## src/rtl/i2c_defines_pkg.sv

```systemverilog
// Shared I2C definitions: controller and target state encodings plus common widths.
package i2c_defines;

  localparam int unsigned DATA_W = 8;
  localparam int unsigned CNT_W  = 4;

  typedef enum logic [2:0] {
    CTRL_IDLE,
    CTRL_START,
    CTRL_ADDR,
    CTRL_DATA,
    CTRL_ACK,
    CTRL_STOP
  } i2c_ctrl_state_t;

  typedef enum logic [3:0] {
    IDLE,
    ADDR,
    ADDR_ACK,
    REG,
    REG_ACK,
    WDATA,
    WDATA_ACK,
    RDATA,
    RDATA_ACK,
    IGNORE
  } i2c_target_state_t;

endpackage

```

## src/rtl/i2c_sync_edge.sv

```systemverilog
// Two-flop synchronizer for an asynchronous bus line with rise/fall detection on the synced level.
module i2c_sync_edge (
  input  logic clock,
  input  logic reset,
  input  logic async_input,
  output logic level,
  output logic rise_c,
  output logic fall_c
);

  logic meta;
  logic prev;

  // Idle bus lines are high, so all stages reset to 1 to avoid a false edge.
  always_ff @(posedge clock) begin
    if (reset) begin
      meta  <= 1'b1;
      level <= 1'b1;
      prev  <= 1'b1;
    end else begin
      meta  <= async_input;
      level <= meta;
      prev  <= level;
    end
  end

  assign rise_c = level & ~prev;
  assign fall_c = ~level & prev;

endmodule

```

## src/rtl/i2c_target.sv

```systemverilog
// I2C target with an 8-bit auto-incrementing register pointer and a simple register strobe interface.
module i2c_target
  import i2c_defines::*;
#(
  parameter logic [6:0] ADDRESS = 7'h50
) (
  input  logic              clock,
  input  logic              reset,
  input  logic              scl_input,
  output logic              scl_output,
  input  logic              sda_input,
  output logic              sda_output,
  output logic [DATA_W-1:0] reg_address,
  output logic              reg_write,
  output logic [DATA_W-1:0] reg_write_data,
  output logic              reg_read,
  input  logic [DATA_W-1:0] reg_read_data,
  output logic              busy
);

  logic scl_level, scl_rise, scl_fall;
  logic sda_level, sda_rise, sda_fall;

  i2c_sync_edge u_scl_sync (
    .clock       (clock),
    .reset       (reset),
    .async_input (scl_input),
    .level       (scl_level),
    .rise_c      (scl_rise),
    .fall_c      (scl_fall)
  );

  i2c_sync_edge u_sda_sync (
    .clock       (clock),
    .reset       (reset),
    .async_input (sda_input),
    .level       (sda_level),
    .rise_c      (sda_rise),
    .fall_c      (sda_fall)
  );

  logic start_c, stop_c;
  assign start_c = sda_fall & scl_level;
  assign stop_c  = sda_rise & scl_level;

  assign scl_output = 1'b1;

  i2c_target_state_t state, state_n;
  logic [CNT_W-1:0]  bit_cnt, bit_cnt_n;
  logic [DATA_W-1:0] shift, shift_n;
  logic [DATA_W-1:0] addr_n, wdata_n;
  logic [DATA_W-1:0] rx_byte_c;
  logic              sda_n, write_n, read_n, busy_n;
  logic              load, load_n;

  assign rx_byte_c = {shift[DATA_W-2:0], sda_level};

  always_ff @(posedge clock) begin
    if (reset) begin
      state          <= IDLE;
      bit_cnt        <= '0;
      shift          <= '0;
      sda_output     <= 1'b1;
      reg_address    <= '0;
      reg_write      <= 1'b0;
      reg_write_data <= '0;
      reg_read       <= 1'b0;
      busy           <= 1'b0;
      load           <= 1'b0;
    end else begin
      state          <= state_n;
      bit_cnt        <= bit_cnt_n;
      shift          <= shift_n;
      sda_output     <= sda_n;
      reg_address    <= addr_n;
      reg_write      <= write_n;
      reg_write_data <= wdata_n;
      reg_read       <= read_n;
      busy           <= busy_n;
      load           <= load_n;
    end
  end

  // Next-state and datapath; START/STOP preempt any in-flight byte.
  always_comb begin
    state_n   = state;
    bit_cnt_n = bit_cnt;
    shift_n   = shift;
    sda_n     = sda_output;
    addr_n    = reg_address;
    wdata_n   = reg_write_data;
    write_n   = 1'b0;
    read_n    = 1'b0;
    busy_n    = busy;
    load_n    = reg_read;

    if (start_c) begin
      state_n   = ADDR;
      bit_cnt_n = '0;
      sda_n     = 1'b1;
      busy_n    = 1'b0;
    end else if (stop_c) begin
      state_n   = IDLE;
      bit_cnt_n = '0;
      sda_n     = 1'b1;
      busy_n    = 1'b0;
    end else begin
      case (state)
        ADDR, REG, WDATA: begin
          if (scl_rise) begin
            shift_n   = rx_byte_c;
            bit_cnt_n = CNT_W'(bit_cnt + CNT_W'(1));
            if (bit_cnt == CNT_W'(7)) begin
              case (state)
                ADDR: begin
                  if (rx_byte_c[7:1] == ADDRESS) begin
                    state_n = ADDR_ACK;
                    busy_n  = 1'b1;
                  end else begin
                    state_n = IGNORE;
                  end
                end
                REG: begin
                  state_n = REG_ACK;
                  addr_n  = rx_byte_c;
                end
                default: begin
                  state_n = WDATA_ACK;
                  write_n = 1'b1;
                  wdata_n = rx_byte_c;
                end
              endcase
            end
          end
        end

        // Count 8: pull SDA low at the 8th fall; count 9: release at the 9th fall.
        ADDR_ACK, REG_ACK, WDATA_ACK: begin
          if (scl_fall) begin
            if (bit_cnt == CNT_W'(8)) begin
              sda_n     = 1'b0;
              bit_cnt_n = CNT_W'(9);
            end else begin
              sda_n     = 1'b1;
              bit_cnt_n = '0;
              case (state)
                ADDR_ACK: begin
                  if (shift[0]) begin
                    state_n = RDATA;
                    read_n  = 1'b1;
                  end else begin
                    state_n = REG;
                  end
                end
                REG_ACK: state_n = WDATA;
                default: begin
                  state_n = WDATA;
                  addr_n  = DATA_W'(reg_address + DATA_W'(1));
                end
              endcase
            end
          end
        end

        RDATA: begin
          if (load) begin
            shift_n = reg_read_data;
            sda_n   = reg_read_data[DATA_W-1];
          end else if (scl_rise) begin
            bit_cnt_n = CNT_W'(bit_cnt + CNT_W'(1));
          end else if (scl_fall) begin
            if (bit_cnt == CNT_W'(8)) begin
              sda_n     = 1'b1;
              state_n   = RDATA_ACK;
              bit_cnt_n = '0;
            end else begin
              shift_n = {shift[DATA_W-2:0], 1'b0};
              sda_n   = shift[DATA_W-2];
            end
          end
        end

        // Next byte is fetched during the ACK clock but only driven after SCL falls.
        RDATA_ACK: begin
          if (load) begin
            shift_n = reg_read_data;
          end else if (scl_rise) begin
            if (!sda_level) begin
              addr_n    = DATA_W'(reg_address + DATA_W'(1));
              read_n    = 1'b1;
              bit_cnt_n = CNT_W'(1);
            end else begin
              state_n = IGNORE;
              sda_n   = 1'b1;
            end
          end else if (scl_fall && bit_cnt == CNT_W'(1)) begin
            state_n   = RDATA;
            sda_n     = shift[DATA_W-1];
            bit_cnt_n = '0;
          end
        end

        default: begin
          sda_n = 1'b1;
        end
      endcase
    end
  end

endmodule

```

## config.mk

```make
export PLATFORM = sky130hd
export DESIGN_NAME = i2c_target
export DESIGN_NICKNAME = d
export VERILOG_FILES = /design/src/rtl/i2c_defines_pkg.sv /design/src/rtl/i2c_sync_edge.sv /design/src/rtl/i2c_target.sv
export SDC_FILE = /design/constraint.sdc
export NUM_CORES = 1
export LEC_CHECK = 0
export ABC_AREA = 1
export CAP_MARGIN = 10
export CORE_MARGIN = 2
export CORE_UTILIZATION = 55
export DETAILED_ROUTE_END_ITERATION = 8
export GPL_ROUTABILITY_DRIVEN = 0
export GPL_TIMING_DRIVEN = 0
export HOLD_SLACK_MARGIN = 0.05
export MAX_ROUTING_LAYER = met4
export PLACE_DENSITY = 0.79
export SYNTH_ARGS = -nofsm -noshare
export SYNTH_HDL_FRONTEND = slang
export SYNTH_SLANG_ARGS = --single-unit
```

## constraint.sdc

```tcl
create_clock -name clock -period 1.9 [get_ports clock]
set_input_delay 0.19 -clock clock [delete_from_list [all_inputs] [get_ports clock]]
set_output_delay 0.19 -clock clock [all_outputs]
set_load 0.005 [all_outputs]
```

**Word-level counts from Yosys, hierarchy flattened**

Cells that the tools add are included.

- Register bits: 43
- Latch bits: 0
- Bits in writable memories: 0
- Memory bits (read-only): 0
- Input bits: 12
- Output and inout bits: 21
- Word-level logic and storage cells: 167
- Memories kept: 0

- Add/subtract/negate cells: 2
- Multiply operators: 0
- Div/mod/pow operators: 0
- Order comparisons: 0
- Equal/unequal tests: 45
- Shift operators: 0
- Muxes and demuxes: 68
- Bitwise gates (word level): 16
- Reduce and logical (&&, ||, !) cells: 19

Operators with widths:

| cell | count |
|---|---|
| $mux 8 | 15 |
| $mux 4 | 25 |
| $pmux 8 s3 | 2 |
| $ne 4x4->1 const B | 9 |
| $reduce_and 12->1 | 3 |
| $pmux 4 s4 | 2 |
| $ne 2x2->1 const B | 14 |
| $ne 3x3->1 const B | 7 |
| $eq 4x3->1 const B | 5 |
| $mux 1 | 20 |
| $not 1->1 | 10 |
| $reduce_and 9->1 | 1 |
| $reduce_or 3->1 | 3 |
| $add 8x1->8 const B | 1 |
| $eq 4x1->1 const B | 2 |
| $eq 4x2->1 const B | 2 |
| $eq 4x4->1 const B | 2 |
| $pmux 4 s2 | 1 |
| $reduce_and 8->1 | 1 |
| $eq 7x7->1 const B | 1 |
| $reduce_and 7->1 | 1 |
| $and 1x1->1 | 6 |
| $reduce_and 6->1 | 1 |
| $reduce_bool 3->1 | 2 |
| other kinds (13) | 14 |

**Depth between registers and ports, before layout**

- Depth after elaboration: 9
- Depth in mapped cells: 13
- Gate-level depth less buffers: 12

**Modules after synthesis**

From an unflattened synthesis, not the netlist that was laid out.

- Cells, all modules: 387
- Area, all modules: 2,503.7 sq um

By module, submodules not included:

| module | times used | cells an instance | area an instance (sq um) |
|---|---|---|---|
| i2c_target | 1 | 361 | 2,308.5 |
| i2c_sync_edge | 2 | 13 | 97.6 |

**Worst setup path before layout**

No wires, ideal clock.

- Path type: register to register
- Start: reg u_scl_sync.prev
- End: reg state[2]
- Arrival time: 1.479 ns
- Setup slack: 0.308 ns
- Cell stages (with the launch flop): 12
- Cells stage by stage: dfxtp_1 > inv_1 > ha_1 > buf_2 > inv_1 > nand3_1 > o21ai_0 > nand2_1 > nor2_1 > nand3b_1 > nor2_1 > nor2_1

- Word-level cells in the longest chain between the ends: 5
- Elaborated cells between the ends (all ways): 14
- Classes of those cells: 6 x eq/ne; 3 x mux; 3 x bitwise; 2 x reduce/logical

Ends and longest elaborated chain:

| item | line | text |
|---|---|---|
| from (decl) | i2c_sync_edge.sv:12 | `logic prev;` |
| from (signal assigned) | i2c_sync_edge.sv:23 | `prev <= level;` |
| $not 1->1 | i2c_sync_edge.sv:27 | `assign rise_c = level & ~prev;` |
| $and 1x1->1 | i2c_sync_edge.sv:27 |  |
| $mux 4 | i2c_target.sv:187 | `end else if (scl_rise) begin` |
| $mux 4 | i2c_target.sv:185 | `if (load) begin` |
| $pmux 4 s4 | i2c_target.sv:108 | `case (state)` |
| to (signal assigned) | i2c_target.sv:71 | `state <= state_n;` |
| to (decl) | i2c_target.sv:48 | `i2c_target_state_t state, state_n;` |

Parallel ways exist; a longest one is shown, timed or not. The select of a mux whose other input is x is not followed.
A chain may end at the register's enable or synchronous reset.

**Worst setup path in the final report**

- Start: reg state[0]
- End: reg shift[0]

- Word-level cells in the longest chain between the ends: 4
- Elaborated cells between the ends (all ways): 14
- Classes of those cells: 10 x eq/ne; 1 x mux; 3 x reduce/logical

Ends and longest elaborated chain:

| item | line | text |
|---|---|---|
| $eq 4x2->1 (tied with other cells) | i2c_target.sv:108 |  |
| $reduce_or 3->1 | i2c_target.sv:108 |  |
| $ne 2x2->1 (no line) / $reduce_bool 3->1 (equally long branches) | n/a |  |
| $reduce_and 8->1 (no line) | n/a |  |
| to (signal assigned) | i2c_target.sv:73 | `shift <= shift_n;` |
| to (decl) | i2c_target.sv:50 | `logic [DATA_W-1:0] shift, shift_n;` |

Parallel ways exist; a longest one is shown, timed or not.

==> flow_summary_export.csv <==
group,metric,value,unit
timing,setup_violations,0,
grt,grt_pass1_vias,2481,
place,port_buffers,31,
final_layout,nets,468,
hold_path,hold_class,"reg2reg",
place,placedCellCount,492,
synthesis,yosys_most_used_dff,"dfxtp_1",
synthesis,synth_area,2565,µm²
timing,rsz0062_at_grt,"true",
clock_tree,insertion_delay,0.30,ns
synthesis,synth-seq-cells,43,
power_and_ir_drop,p_per_area,1569,nW/µm²
synthesis,synth.top_cell.area_share,33.56,%
synthesis,synth_fp_nets,427,
synthesis,async_reset_ff_share,0,%
final_layout,area_growth,22.10,%
route,viasPerCell,5.515,
synthesis,ys_types,33,
grt,groute.usage.overall,28.07,%
timing,maxClockFrequency,545.0,MHz
timing,finClkSkew,0.008858,ns
route,ant_nets,0,
floorplan,die_w,72.29,µm
synthesis,syn_area_per_cell,6.271,µm²
synthesis,yosysWarnings,0,
route,drt_wl_total,6765,µm
clock_tree,clkSinkCount,43,
clock_tree,clk_pin_slew,0.09,ns
timing,period_share,96.57,%
synthesis,synthCells,409,
final_layout,fillers,404,
timing,min_period,1.835,ns
final_layout,n_antenna_cell,0,
critical_path,max_stage_delay,0.32,ns
grt,grt_pass1_wl,11210,µm
job,cap_violations,0,
clock_tree,htree_levels,2,
synthesis,ys_seq_area_share,33.56,%
critical_path,path_max_fanout,9,
critical_path,start_kind,"flip-flop",
synthesis,yosysTopAreaCell,"dfxtp_1",
critical_path,crit_arrival,2.03,ns
critical_path,worstPathCellList,"buf_4 > nand2_1 > inv_1 > nand2_2 > nand2_2 > inv_2 > nand2_1 > nand3_1 > nor2_4 > inv_2 > nor2_1 > nor2_1",
critical_path,endpoint_kind,"flip-flop",
final_layout,drive_gt1_share,13.30,%
power_and_ir_drop,vdd_drop_max,857.9,µV
critical_path,cp.required,2.10,ns
place,preCtsSetupSlack,-0.07548,ns
timing,setup_tns,0,ns
floorplan,coreArea,4414,µm²
synthesis,netlist_top_cells_count,"nand2_1 (104), nor2_1 (81), dfxtp_1 (43)",
timing,slew_viol_final,0,
route,drc,0,
power_and_ir_drop,total_power,4.915,mW
route,vias,2774,
floorplan,ioPinCount,33,
route,wl_per_cell,13.45,µm
timing,whs,0.4078,ns
grt,gr-total-overflow,0,
clock_tree,numCtsBuffers,5,
clock_tree,cts_buffer_depth,2,
floorplan,dieHeight,72.29,µm
final_layout,instances_no_fill,503,
clock_tree,hold_buffers,0,
floorplan,initial_utilization,58.11,%
route,drtIter0Drc,188,
route,drt-pass1-iter-count,7,
floorplan,rows,24,
grt,antenna_found_initial,0,
timing,hold_viol_final,0,
floorplan,dieArea,5226,µm²
clock_tree,clock-root-buffer,"clkbuf_8",
place,hpwlAfterDp,4812,µm
clock_tree,cts_tree,"done",
power_and_ir_drop,power_leakage,1.426,nW
timing,setup_ws,0.06515,ns
grt,grt_max_degree,14,
critical_path,cpMaxStageDelayCell,"dfxtp_1",
critical_path,crit_type,"reg2reg",
status,status,"complete, no violations",
synthesis,synth_edf_count,0,
synthesis,yosysMostFrequentCell,"nand2_1",
synthesis,synthTopCellsByArea,"dfxtp_1 (34%), nand2_1 (15%), nor2_1 (12%)",
-- stage by stage --
step,util [%],instance area (µm²)
global route,70.95,3132
detailed placement,66.61,2940
CTS,68.76,3035
global placement,66.61,2940
finish,70.95,3132
floorplan,-,2565
-- cell families after synthesis --
| group | after synthesis | share of synthesized area [%] |
|---|---|---|
| other | 1 | 0.1462 |
| XOR/XNOR | 5 | 1.708 |
| AND/OR/NAND/NOR | 239 | 40.05 |
| adder cells (fa/ha/maj) | 6 | 2.927 |
| AO/OA/AOI/OAI | 61 | 12.83 |
| flip-flops | 43 | 33.56 |
| buffers and inverters | 54 | 8.780 |
-- worst paths after layout --
path	from	to	slack [ns]	depth (start not counted)
hold reg to reg	u_scl_sync.meta	u_scl_sync.level	0.41	1
setup reg to reg	state[0]	shift[0]	0.07	12
hold / removal	u_scl_sync.meta	u_scl_sync.level	0.41	1
setup / recovery	state[0]	shift[0]	0.07	12
-- cell usage in the layout, fill, tap and decap left out, types with 7 or more instances in the layout --
cell / count
nand2_2: 7
o21ai_0: 36
inv_1: 37
nor2_1: 74
clkdlybuf4s50_1: 31
dfxtp_1: 36
a21oi_1: 13
nand2_1: 102
nand3_1: 27
nor2_2: 8
-- sequential cells by signal (all words and copies together) (netlist names) --
register          count
reg_address           8
reg_write_data        8
shift                 8
bit_cnt               4
state                 4
busy                  1
load                  1
reg_read              1
reg_write             1
sda_output            1
u_scl_sync.level      1
u_scl_sync.meta       1
u_scl_sync.prev       1
u_sda_sync.level      1
u_sda_sync.meta       1
u_sda_sync.prev       1
-- layout make-up --
type / instances / area (µm²) / area share [%]
flip-flops and latches: 43 / 874.6 / 27.93
multi-input cells: 313 / 1543 / 49.26
well taps: 52 / 65.06 / 2.078
clock buffers: 6 / 72.57 / 2.317
plain buffers: 10 / 68.82 / 2.197
clock inverters: 2 / 12.51 / 0.3995
inverters: 44 / 170.2 / 5.433
repair buffers: 33 / 325.3 / 10.39
-- per-layer routing --
metal | up-vias | global-route usage, % | wire length [µm]
met3 | 18 | 4.444 | 578
met2 | 136 | 42.30 | 2949
met5 | - | - | 0
met4 | 0 | 9.224 | 173
met1 | 1241 | 38.56 | 3063
li1 | 1379 | - | -
-- critical path, delay by kind of cell, from the launching register on --
kind | cells | cell delay [ns]
flops | 1 | 0.32
buf+inv | 4 | 0.43
simple gates | 8 | 0.97
-- report_power, final --
part / total [mW] / switching, mW / leakage (nW) / internal, mW
clock: 0.594 / 0.337 / 0.0412 / 0.257
combinational: 2.95 / 1.90 / 1.03 / 1.05
sequential: 1.37 / 0.233 / 0.352 / 1.14
-- repair_timing --
action	in CTS	in global routing
gates resized for setup	2	33
endpoints found under the setup margin	18	33
pin swaps	1	7
buffers inserted	1	1
gates cloned	0	1
No activity file was read; power rests on OpenSTA's default activity.
